### config.mk
export PLATFORM = sky130hd
export DESIGN_NAME = mem_trace_fifo_flat
export DESIGN_NICKNAME = d
export VERILOG_FILES = /design/src/rtl/mem_trace_fifo_if.sv /design/src/rtl/mem_trace_fifo.sv /design/src/flat_wrapper.sv
export SDC_FILE = /design/constraint.sdc
export NUM_CORES = 1
export LEC_CHECK = 0
export ABC_CLOCK_PERIOD_IN_PS = 6300
export CAP_MARGIN = 20
export CORE_AREA = 2 2 278 280
export DETAILED_ROUTE_END_ITERATION = 7
export DIE_AREA = 0 0 280 282
export GPL_ROUTABILITY_DRIVEN = 0
export PLACE_DENSITY = 0.7
export SLEW_MARGIN = 5
export SYNTH_ARGS = -nofsm -noshare
export SYNTH_HDL_FRONTEND = slang
export SYNTH_SLANG_ARGS = --single-unit
### constraint.sdc
create_clock -name clk -period 6.3 [get_ports clk]
set_clock_uncertainty 0.2 [all_clocks]
set_input_delay 1.89 -clock clk [delete_from_list [all_inputs] [get_ports clk]]
set_output_delay 1.89 -clock clk [all_outputs]
set_load 0.02 [all_outputs]
### src/rtl/mem_trace_fifo_if.sv
// ============================================================================
// mem_trace_fifo_if : trace capture inputs and record drain port   (rev 1.0)
// ============================================================================
`default_nettype none

interface mem_trace_fifo_if #(
  parameter int DATA_W = 32,
  parameter int ADDR_W = 9,
  parameter int TS_W   = 16
);
  logic              wr;
  logic              rd;
  logic [ADDR_W-1:0] addr;
  logic [DATA_W-1:0] wr_data;
  logic [DATA_W-1:0] rd_data;
  logic              out_valid;
  logic              out_ready;
  logic [1:0]        out_type;
  logic [ADDR_W-1:0] out_addr;
  logic [DATA_W-1:0] out_data;
  logic [TS_W-1:0]   out_ts;

  modport master (
    output wr, rd, addr, wr_data, rd_data, out_ready,
    input  out_valid, out_type, out_addr, out_data, out_ts
  );

  modport slave (
    input  wr, rd, addr, wr_data, rd_data, out_ready,
    output out_valid, out_type, out_addr, out_data, out_ts
  );
endinterface

`default_nettype wire

### src/rtl/mem_trace_fifo.sv
// ============================================================================
// mem_trace_fifo : timestamped data-memory trace capture FIFO, drop-on-full
// rev 1.0
// ============================================================================
`default_nettype none

module mem_trace_fifo #(
  parameter int DATA_W = 32,
  parameter int ADDR_W = 9,
  parameter int DEPTH  = 16,
  parameter int TS_W   = 16
) (
  input  logic                   clk,
  input  logic                   reset,
  input  logic                   clear,
  mem_trace_fifo_if.slave        bus,
  output logic [$clog2(DEPTH):0] count,
  output logic                   overflow,
  output logic [7:0]             drop_cnt
);

  localparam int PTR_W = $clog2(DEPTH);
  localparam int CNT_W = PTR_W + 1;
  localparam int REC_W = 2 + ADDR_W + DATA_W + TS_W;

  logic [REC_W-1:0] mem_q [DEPTH];

  logic [PTR_W-1:0] wr_ptr_q, wr_ptr_d;
  logic [PTR_W-1:0] rd_ptr_q, rd_ptr_d;
  logic [CNT_W-1:0] count_q, count_d;
  logic [TS_W-1:0]  ts_q, ts_d;
  logic             overflow_q, overflow_d;
  logic [7:0]       drop_cnt_q, drop_cnt_d;

  logic             push;
  logic             pop;
  logic             full;
  logic             accept;
  logic             drop;
  logic             valid;
  logic [REC_W-1:0] rec_in;
  logic [REC_W-1:0] head;

  always_comb begin
    valid  = (count_q != '0);
    full   = (count_q == CNT_W'(DEPTH));
    push   = (bus.wr | bus.rd) & ~clear;
    pop    = valid & bus.out_ready & ~clear;
    // A full FIFO still accepts when the head leaves in the same cycle.
    accept = push & (~full | pop);
    drop   = push & full & ~pop;
    rec_in = {bus.wr, bus.rd, bus.addr, (bus.wr ? bus.wr_data : bus.rd_data), ts_q};

    wr_ptr_d   = wr_ptr_q + PTR_W'(accept);
    rd_ptr_d   = rd_ptr_q + PTR_W'(pop);
    count_d    = count_q + CNT_W'(accept) - CNT_W'(pop);
    ts_d       = ts_q + TS_W'(1);
    overflow_d = overflow_q | drop;
    drop_cnt_d = drop_cnt_q;
    if (drop && (drop_cnt_q != 8'hFF)) begin
      drop_cnt_d = drop_cnt_q + 8'd1;
    end

    if (clear) begin
      wr_ptr_d   = '0;
      rd_ptr_d   = '0;
      count_d    = '0;
      ts_d       = '0;
      overflow_d = 1'b0;
      drop_cnt_d = 8'd0;
    end
  end

  always_ff @(posedge clk or negedge reset) begin
    if (!reset) begin
      wr_ptr_q   <= '0;
      rd_ptr_q   <= '0;
      count_q    <= '0;
      ts_q       <= '0;
      overflow_q <= 1'b0;
      drop_cnt_q <= 8'd0;
    end else begin
      wr_ptr_q   <= wr_ptr_d;
      rd_ptr_q   <= rd_ptr_d;
      count_q    <= count_d;
      ts_q       <= ts_d;
      overflow_q <= overflow_d;
      drop_cnt_q <= drop_cnt_d;
    end
  end

  // Storage carries no reset; validity is tracked by count_q alone.
  always_ff @(posedge clk) begin
    if (accept) begin
      mem_q[wr_ptr_q] <= rec_in;
    end
  end

  always_comb begin
    head          = valid ? mem_q[rd_ptr_q] : '0;
    bus.out_valid = valid;
    bus.out_type  = head[REC_W-1 -: 2];
    bus.out_addr  = head[REC_W-3 -: ADDR_W];
    bus.out_data  = head[TS_W +: DATA_W];
    bus.out_ts    = head[TS_W-1:0];
  end

  assign count    = count_q;
  assign overflow = overflow_q;
  assign drop_cnt = drop_cnt_q;

endmodule

`default_nettype wire

### src/flat_wrapper.sv
// flat-port wrapper written by rule: the top's interface ports become plain ports
module mem_trace_fifo_flat 
#(
  parameter int DATA_W = 32,
  parameter int ADDR_W = 9,
  parameter int DEPTH  = 16,
  parameter int TS_W   = 16
)
  (clk, reset, clear, count, overflow, drop_cnt, bus_wr, bus_rd, bus_addr, bus_wr_data, bus_rd_data, bus_out_ready, bus_out_valid, bus_out_type, bus_out_addr, bus_out_data, bus_out_ts);
  mem_trace_fifo_if #(.DATA_W(DATA_W), .ADDR_W(ADDR_W), .TS_W(TS_W)) bus_i ();
  input  logic clk;
  input  logic reset;
  input  logic clear;
  output logic [$clog2(DEPTH):0] count;
  output logic overflow;
  output logic [7:0] drop_cnt;
  input wire logic [$bits(bus_i.wr)-1:0] bus_wr;
  input wire logic [$bits(bus_i.rd)-1:0] bus_rd;
  input wire logic [$bits(bus_i.addr)-1:0] bus_addr;
  input wire logic [$bits(bus_i.wr_data)-1:0] bus_wr_data;
  input wire logic [$bits(bus_i.rd_data)-1:0] bus_rd_data;
  input wire logic [$bits(bus_i.out_ready)-1:0] bus_out_ready;
  output wire logic [$bits(bus_i.out_valid)-1:0] bus_out_valid;
  output wire logic [$bits(bus_i.out_type)-1:0] bus_out_type;
  output wire logic [$bits(bus_i.out_addr)-1:0] bus_out_addr;
  output wire logic [$bits(bus_i.out_data)-1:0] bus_out_data;
  output wire logic [$bits(bus_i.out_ts)-1:0] bus_out_ts;
  assign bus_i.wr = bus_wr;
  assign bus_i.rd = bus_rd;
  assign bus_i.addr = bus_addr;
  assign bus_i.wr_data = bus_wr_data;
  assign bus_i.rd_data = bus_rd_data;
  assign bus_i.out_ready = bus_out_ready;
  assign bus_out_valid = bus_i.out_valid;
  assign bus_out_type = bus_i.out_type;
  assign bus_out_addr = bus_i.out_addr;
  assign bus_out_data = bus_i.out_data;
  assign bus_out_ts = bus_i.out_ts;
  mem_trace_fifo #(.DATA_W(DATA_W), .ADDR_W(ADDR_W), .DEPTH(DEPTH), .TS_W(TS_W)) u_core (.clk(clk), .reset(reset), .clear(clear), .bus(bus_i), .count(count), .overflow(overflow), .drop_cnt(drop_cnt));
endmodule
* Yosys cells after proc, flatten, opt, wreduce, memory -nomap -nowiden
Memory sizes are Yosys's and may differ from the RTL's. Index checks and enable logic that the tools add are counted.
Word-level totals: output and inout bits 74, RAM bits 944, register bits after elaboration 38, memories kept 1, word-level logic and storage cells 41, input bits 79
Memories:
- u_core.mem_q | depth 16, bits a word 59, rd ports 1, clocked after Yosys merged registers in 0, wr ports 1, line mem_trace_fifo.sv:26 | logic [REC_W-1:0] mem_q [DEPTH];
Operators by class: $add $sub $neg 6, reductions and logical operators 3, eq/ne operators 2, bitwise gates (word level) 12, muxes and demuxes 11
Operators by type and width (count):
- 59-bit two-way mux | 1
- 32-bit two-way mux | 1
- 16-bit by 1-bit adder with 16-bit output (second input constant) | 1
- 16-bit two-way mux | 1
- 8-bit two-way mux | 2
- 4-bit by 1-bit adder with 4-bit output | 2
- 8-bit by 1-bit adder with 8-bit output (second input constant) | 1
- 4-bit two-way mux | 2
- 8-bit != test (second input constant) | 1
- 1-bit AND | 6
- 5-bit by 1-bit adder with 5-bit output | 1
- 5-bit equality test (second input constant) | 1
- 5-bit two-way mux | 1
- 5-bit nonzero test | 1
- 5-bit by 1-bit subtractor with 5-bit output | 1
- 1-bit two-way mux | 3
- 1-bit NOT | 3
- 1-bit OR | 3
- 2-bit nonzero test | 1
- 1-bit logical AND | 1

* Logic depth before layout (Yosys ltp)
Gate-level depths: netlist of the first run.
word-level depth 8, gate-level depth with buffers 12, depth with buffers taken out 12

* Least setup slack after synthesis of the first run
Ideal clock, no wire load.
path kind input port to flip-flop, start input port bus_wr, end memory u_core.mem_q[0][0] in the netlist's numbering (enable), setup slack -1.266 ns, library setup time 0.549 ns, data required time 5.551 ns, stages 5, arrival 6.817 ns, cells stage by stage buf_6 nor2_1 a211oi_2 or3b_1 nor3_1
Between the ends: word-level cells in the longest chain between the ends 5
Ends and longest elaborated chain:
- start: declaration | line flat_wrapper.sv:17 | input wire logic [$bits(bus_i.wr)-1:0] bus_wr;
- 1-bit OR | line mem_trace_fifo.sv:47 | push = (bus.wr | bus.rd) & ~clear;
- 1-bit AND | line mem_trace_fifo.sv:47
- 1-bit AND | line mem_trace_fifo.sv:50 | accept = push & (~full | pop);
- 1-bit two-way mux | line mem_trace_fifo.sv:94 | if (accept) begin
- 1-bit two-way mux (not written as such) | line mem_trace_fifo.sv:95 | mem_q[wr_ptr_q] <= rec_in;
- end: declaration | line mem_trace_fifo.sv:26
Every way passes these cells.

* Final worst setup path of the first run
start register u_core.count_q[2], in the netlist u_core.count[2], end output port bus_out_data[26]
Between the ends: word-level cells in the longest chain between the ends 2
Ends and longest elaborated chain:
- start: declaration | line mem_trace_fifo.sv:30 | logic [CNT_W-1:0] count_q, count_d;
- start signal: assignment | line mem_trace_fifo.sv:85 | count_q <= count_d;
- 5-bit nonzero test | line mem_trace_fifo.sv:45 | valid = (count_q != '0);
- 59-bit two-way mux | line mem_trace_fifo.sv:100 | head = valid ? mem_q[rd_ptr_q] : '0;
- end: declaration | line flat_wrapper.sv:26 | output wire logic [$bits(bus_i.out_data)-1:0] bus_out_data;
Every way passes these cells.

==> results of run 1 <==
registers in the layout (all words and copies together), names as in the netlist:
register and flops:
u_core.ts_q 16, u_core.drop_cnt 8, u_core.rd_ptr_q 4, u_core.overflow 1, u_core.count 5, u_core.wr_ptr_q 4
u_core.mem_q 944
per-layer routing:
| layer | part of all wire [%] | routed length [um] |
|---|---|---|
| met1 | 41 | 33200 |
| met2 | 50 | 40300 |
| met3 | 7.0 | 5640 |
| met4 | 2.0 | 1610 |
| met5 | 0 | 0 |
area by class of cell:
| cell class | count | area (sq um) | share of cell area [%] |
|---|---|---|---|
| clock buffer | 122 | 2590 | 5.89 |
| clock inverter | 54 | 646 | 1.47 |
| inverter | 12 | 45.0 | 0.102 |
| multi-input combinational | 615 | 8060 | 18.3 |
| sequential | 982 | 29300 | 66.6 |
| tap | 978 | 1220 | 2.78 |
| timing repair buffer | 213 | 2140 | 4.87 |
worst min-delay path, delay by kind of cell, from the launching register on:
kind | cells | cell delay [ps]
AO/OA/AOI/OAI | 1 | 60
flip-flops | 1 | 380
buffers and inverters | 1 | 50
cell usage after synthesis, types with 3 or more instances:
| cell type | n | share of area, % |
|---|---|---|
| a22oi_1 | 117 | 2.3 |
| inv_1 | 12 | 0.12 |
| mux4_2 | 236 | 14 |
| mux2_2 | 33 | 0.99 |
| xor2_1 | 6 | 0.14 |
| o31ai_1 | 5 | 0.10 |
| a21oi_1 | 10 | 0.13 |
| edfxtp_1 | 944 | 75 |
| ha_1 | 11 | 0.37 |
| nor4_1 | 3 | 0.050 |
| dfrtp_1 | 38 | 2.5 |
| nand2_1 | 75 | 0.75 |
| nand4_1 | 5 | 0.083 |
| nor3_1 | 10 | 0.13 |
| clkbuf_1 | 48 | 0.48 |
| buf_2 | 29 | 0.39 |
| buf_4 | 5 | 0.10 |
| or4_1 | 5 | 0.10 |
| or3_1 | 3 | 0.050 |
| xnor2_1 | 10 | 0.23 |
| nor2_1 | 38 | 0.38 |
| nand3_1 | 10 | 0.13 |
| o21ai_0 | 4 | 0.053 |
| nor2b_1 | 9 | 0.15 |
logic make-up after synthesis:
logic type,count (synthesis)
multiplexers,271
XOR/XNOR,16
AND/OR/NAND/NOR,172
buffers and inverters,100
flip-flops,982
adder cells (fa/ha/maj),12
AO/OA/AOI/OAI,144
where the power goes:
part	switching, uW	internal (uW)
Combinational	1260	1080
Sequential	81.3	7280
Clock	2350	3440
metrics by stage:
stage	cell area, sq um	std cells
finish	44000	2976
floorplan	37700	1697
detailed placement	40800	2800
CTS	44000	2976
global route	44000	2976
global placement	40800	2800
worst max path at each step:
stage | slack (ps) | cells past startpoint | endpoint
after floorplan | 320 | 5 | u_core.mem_q[12][0]$_DFFE_PP_
after global placement | 1200 | 5 | bus_out_addr[4]
after detailed placement | 1180 | 8 | bus_out_data[26]
after CTS | 480 | 8 | bus_out_data[26]
after global routing | 320 | 8 | bus_out_ts[11]
final | 480 | 8 | bus_out_data[26]
==> impl_metrics.json, run 1 <==
{
  "synth_fa_ha_area_share_pct": 0.419,
  "final_hold_viol_count": 0,
  "cp_data_required_time_ps": 4210,
  "cp.buffers_inverters": 3,
  "finalPower_uw": 15500,
  "status": "completed",
  "grt_start_max_net_pins": 94,
  "clockBufferDepth": 3,
  "routed_wl_um": 80700,
  "synth_compound_area_share_pct": 2.82,
  "worstSetupEndpointType": "output port",
  "final_common_cell": "edfxtp_1",
  "final_cell_mix": "edfxtp_1 (944), mux4_2 (236), clkdlybuf4s50_1 (150)",
  "synth_ff_type": "edfxtp_1",
  "core-area_sq_um": 75700,
  "vias_per_cell": 6.03,
  "grt_pass1_vias": 18900,
  "grtUsageMet2_pct": 34.5,
  "cts_buffers": 95,
  "syn_area_per_cell_sq_um": 22.2,
  "synth_mux_area_share_pct": 15.2,
  "drt_iter0_markers": 1845,
  "antenna_cells": 0,
  "slew_headroom_pct": 29.1,
  "timing.rr.start": "u_core.count[2]$_DFF_PN0_",
  "syn-cell-area_sq_um": 37700,
  "cts_resized": 0,
  "dieArea_sq_um": 79000,
  "cts_setup_buffers": 0,
  "start_util_pct": 49.7,
  "crit_start": "u_core.count[2]$_DFF_PN0_",
  "cts-htree-levels": 3,
  "dieWidth_um": 280,
  "syn_to_final_growth_pct": 16.9,
  "hold_class": "register to register",
  "yosys_warnings": 0,
  "syn_nets": 1788,
  "synth_xor_area_share_pct": 0.372,
  "io_pins": 153,
  "slowest_stage": "buf_4",
  "crit_family": "buffers and inverters",
  "hold_end": "u_core.overflow$_DFF_PN0_",
  "holdBufCountCts": 0,
  "vias": 17900,
  "syn_inst": 1697,
  "worstSetupStartpointType": "register",
  "finish.utilization_pct": 58.1,
  "ys_ff_latch": 982,
  "met3_usage_pct": 3.84,
  "die_height_um": 282,
  "rr_worst_depth": 7,
  "drt_pass1_iterations": 5,
  "fin_hold_ws_ps": 328,
  "top_usage_layer": "met2",
  "drive_above_1_share_pct": 25.0,
  "r2r-end": "u_core.mem_q[0][4]$_DFFE_PP_",
  "routedWlPerCell_um": 27.1,
  "fillers": 5337,
  "hp-start": "u_core.overflow$_DFF_PN0_",
  "drc": 0,
  "maxCapViolCount": 0,
  "post-route-min-period_ps": 5820,
  "overflow": 0,
  "hpwlAfterDp_um": 43200,
  "cts_tree": "built",
  "setup.worst_path.class": "register to output port",
  "cp_cell_sequence": "inv_1 -> ha_1 -> nor4b_4 -> nor3b_4 -> buf_4 -> a22oi_1 -> nand2_1 -> clkdlybuf4s50_1",
  "cp_max_fo": 58,
  "netlist-cell-type-count": 46,
  "met1_usage_pct": 28.8,
  "finalSetupTns_ps": 0,
  "synth_edf_count": 944,
  "yosys.area_share.simple_pct": 2.19,
  "max_freq_mhz": 172,
  "cts_root_buf": "clkbuf_16",
  "hold_depth": 2,
  "setup_violations": 0,
  "synth_top_family_by_area": "multiplexers",
  "final-max-slew-violation-count": 0,
  "worst_pin_slew_ps": 1060,
  "num_rows": 101,
  "cts.clk_slew.worst_paths_ps": 60,
  "async_reset_ff_share_pct": 3.87,
  "fin_crit_sh_pct": 92.4,
  "rsz0062_at_grt": "false",
  "p_leak_uw": 0.0138,
  "clkSinkCount": 982,
  "antenna_found_initial": 0,
  "yosysSeqAreaShare_pct": 77.8,
  "vdd_ir_drop_max_mv": 0.213,
  "setup_slack_ps": 476,
  "slowest_delay_ps": 830,
  "grt_pass1_wl_um": 121000,
  "post-place-ws_ps": 1180,
  "cp.arrival_ps": 3730,
  "grt_usage_pct": 20.9,
  "clkLatencyLatePin_ps": 650,
  "ant_nets": 0,
  "num-nets-final": 2010,
  "portBuffers": 152,
  "power.density_nw_per_um2": 352,
  "rrSetupSlack_ps": 2980
}
Power figures use the tool's default switching activity.
==> inputs of run 2 (changes only) <==
Settings changed: PLACE_DENSITY 0.7 to 0.73.
==> impl_metrics.json, run 2 (synthesis results as in run 1) <==
{
  "core-area_sq_um": 75700,
  "vias_per_cell": 6.17,
  "final_hold_viol_count": 0,
  "p_leak_uw": 0.0137,
  "place_area_sq_um": 40700,
  "slowest_stage": "nor2_4",
  "portBuffers": 152,
  "holdBufCountCts": 0,
  "routedWlPerCell_um": 27.7,
  "routed_wl_um": 82100,
  "drive_above_1_share_pct": 24.6,
  "hold_end": "u_core.overflow$_DFF_PN0_",
  "power.density_nw_per_um2": 348,
  "finalSetupTns_ps": 0,
  "rrSetupSlack_ps": 2960,
  "largest_reg_flops": 944,
  "fin_crit_sh_pct": 91.9,
  "num_rows": 101,
  "grt_start_max_net_pins": 87,
  "cts_buffers": 93,
  "die_height_um": 282,
  "drc": 0,
  "syn_to_final_growth_pct": 15.9,
  "dieWidth_um": 280,
  "cts.clk_slew.worst_paths_ps": 60,
  "cp_cell_sequence": "inv_1 -> ha_1 -> nor4b_4 -> nor2_4 -> buf_4 -> a22oi_1 -> nand2_1 -> clkdlybuf4s50_1",
  "vias": 18300,
  "fillers": 5256,
  "final_common_cell": "edfxtp_1",
  "vdd_ir_drop_max_mv": 0.208,
  "worstSetupStartpointType": "register",
  "max_freq_mhz": 173,
  "grt_pass1_vias": 19100,
  "clkSinkCount": 982,
  "timing.rr.start": "u_core.count[2]$_DFF_PN0_",
  "rr_worst_depth": 7,
  "cts_tree": "built",
  "slowest_delay_ps": 830,
  "stdcell_area_sq_um": 43600,
  "clkLatencyLatePin_ps": 650,
  "cp_data_required_time_ps": 4210,
  "top_register": "u_core.mem_q",
  "cts_resized": 0,
  "r2r-end": "u_core.mem_q[6][56]$_DFFE_PP_",
  "io_pins": 153,
  "overflow": 0,
  "start_util_pct": 49.7,
  "hold_depth": 2,
  "cp_max_fo": 20,
  "hpwlAfterDp_um": 42700,
  "hp-start": "u_core.overflow$_DFF_PN0_",
  "maxCapViolCount": 0,
  "drt_iter0_markers": 2027,
  "setup_violations": 0,
  "worst_pin_slew_ps": 1030,
  "worstSetupEndpointType": "output port",
  "cp.arrival_ps": 3700,
  "fin_hold_ws_ps": 333,
  "grt_pass1_wl_um": 122000,
  "dieArea_sq_um": 79000,
  "num-nets-final": 2001,
  "antenna_found_initial": 1,
  "crit_start": "u_core.count[2]$_DFF_PN0_",
  "drt_pass1_iterations": 5,
  "final_cell_mix": "edfxtp_1 (944), mux4_2 (236), clkdlybuf4s50_1 (150)",
  "slew_headroom_pct": 30.9,
  "rsz0062_at_grt": "false",
  "finish.utilization_pct": 57.7,
  "cts-htree-levels": 3,
  "status": "completed",
  "grt_usage_pct": 21.1,
  "setup.worst_path.class": "register to output port",
  "final-max-slew-violation-count": 0,
  "hold_class": "register to register",
  "cts_setup_buffers": 0,
  "cts_root_buf": "clkbuf_16",
  "post-route-min-period_ps": 5790,
  "ant_nets": 0,
  "clockBufferDepth": 3
}
==> run 2: critical path, delay by kind of cell, from the launching register on <==
family          cells  cell delay, ps
compound gates      1             120
fa+ha+maj           1             230
buf+inv             3            1160
flops               1             380
simple gates        3            1150
==> run 2: how the worst max path moves through the flow <==
stage,to,slack [ps],depth (start not counted)
after floorplan,u_core.mem_q[12][0]$_DFFE_PP_,320,5
after global placement,u_core.mem_q[6][0]$_DFFE_PP_,1050,6
after detailed placement,u_core.mem_q[6][57]$_DFFE_PP_,950,6
after CTS,bus_out_addr[8],510,8
after global routing,bus_out_addr[8],390,8
final,bus_out_addr[8],510,8
==> run 2: per-layer routing <==
metal  track usage (%)  vias up  share of wire [%]
met5                 0        -                  0
met4              6.76        0                2.4
met3              3.60      118                7.4
met2              35.1      848                 51
met1              28.7     9735                 39
li1                  -     7590                  -
==> run 2: through the flow <==
stage	cells	worst slack [ps]	power, uW
floorplan	1697	317	8930
global placement	2793	1050	9850
detailed placement	2793	947	9880
CTS	2963	514	15300
global route	2964	391	15700
finish	2964	512	15200
==> run 2: final cells by class <==
| cell class | instances | area, sq um | area share (%) |
|---|---|---|---|
| flip-flops and latches | 982 | 29300 | 67.1 |
| multi-input cells | 615 | 8050 | 18.4 |
| clock buffers | 112 | 2400 | 5.50 |
| repair buffers | 206 | 2030 | 4.65 |
| well taps | 978 | 1220 | 2.80 |
| clock inverters | 58 | 591 | 1.35 |
| inverters | 12 | 45.0 | 0.103 |
| diodes | 1 | 2.50 | 0.00573 |
==> run 2: report_power, final <==
| group | switching [uW] | leakage (uW) | internal (uW) |
|---|---|---|---|
| Combinational | 1300 | 0.00311 | 1070 |
| Clock | 2360 | 0.00146 | 3110 |
| Sequential | 70.8 | 0.00909 | 7280 |
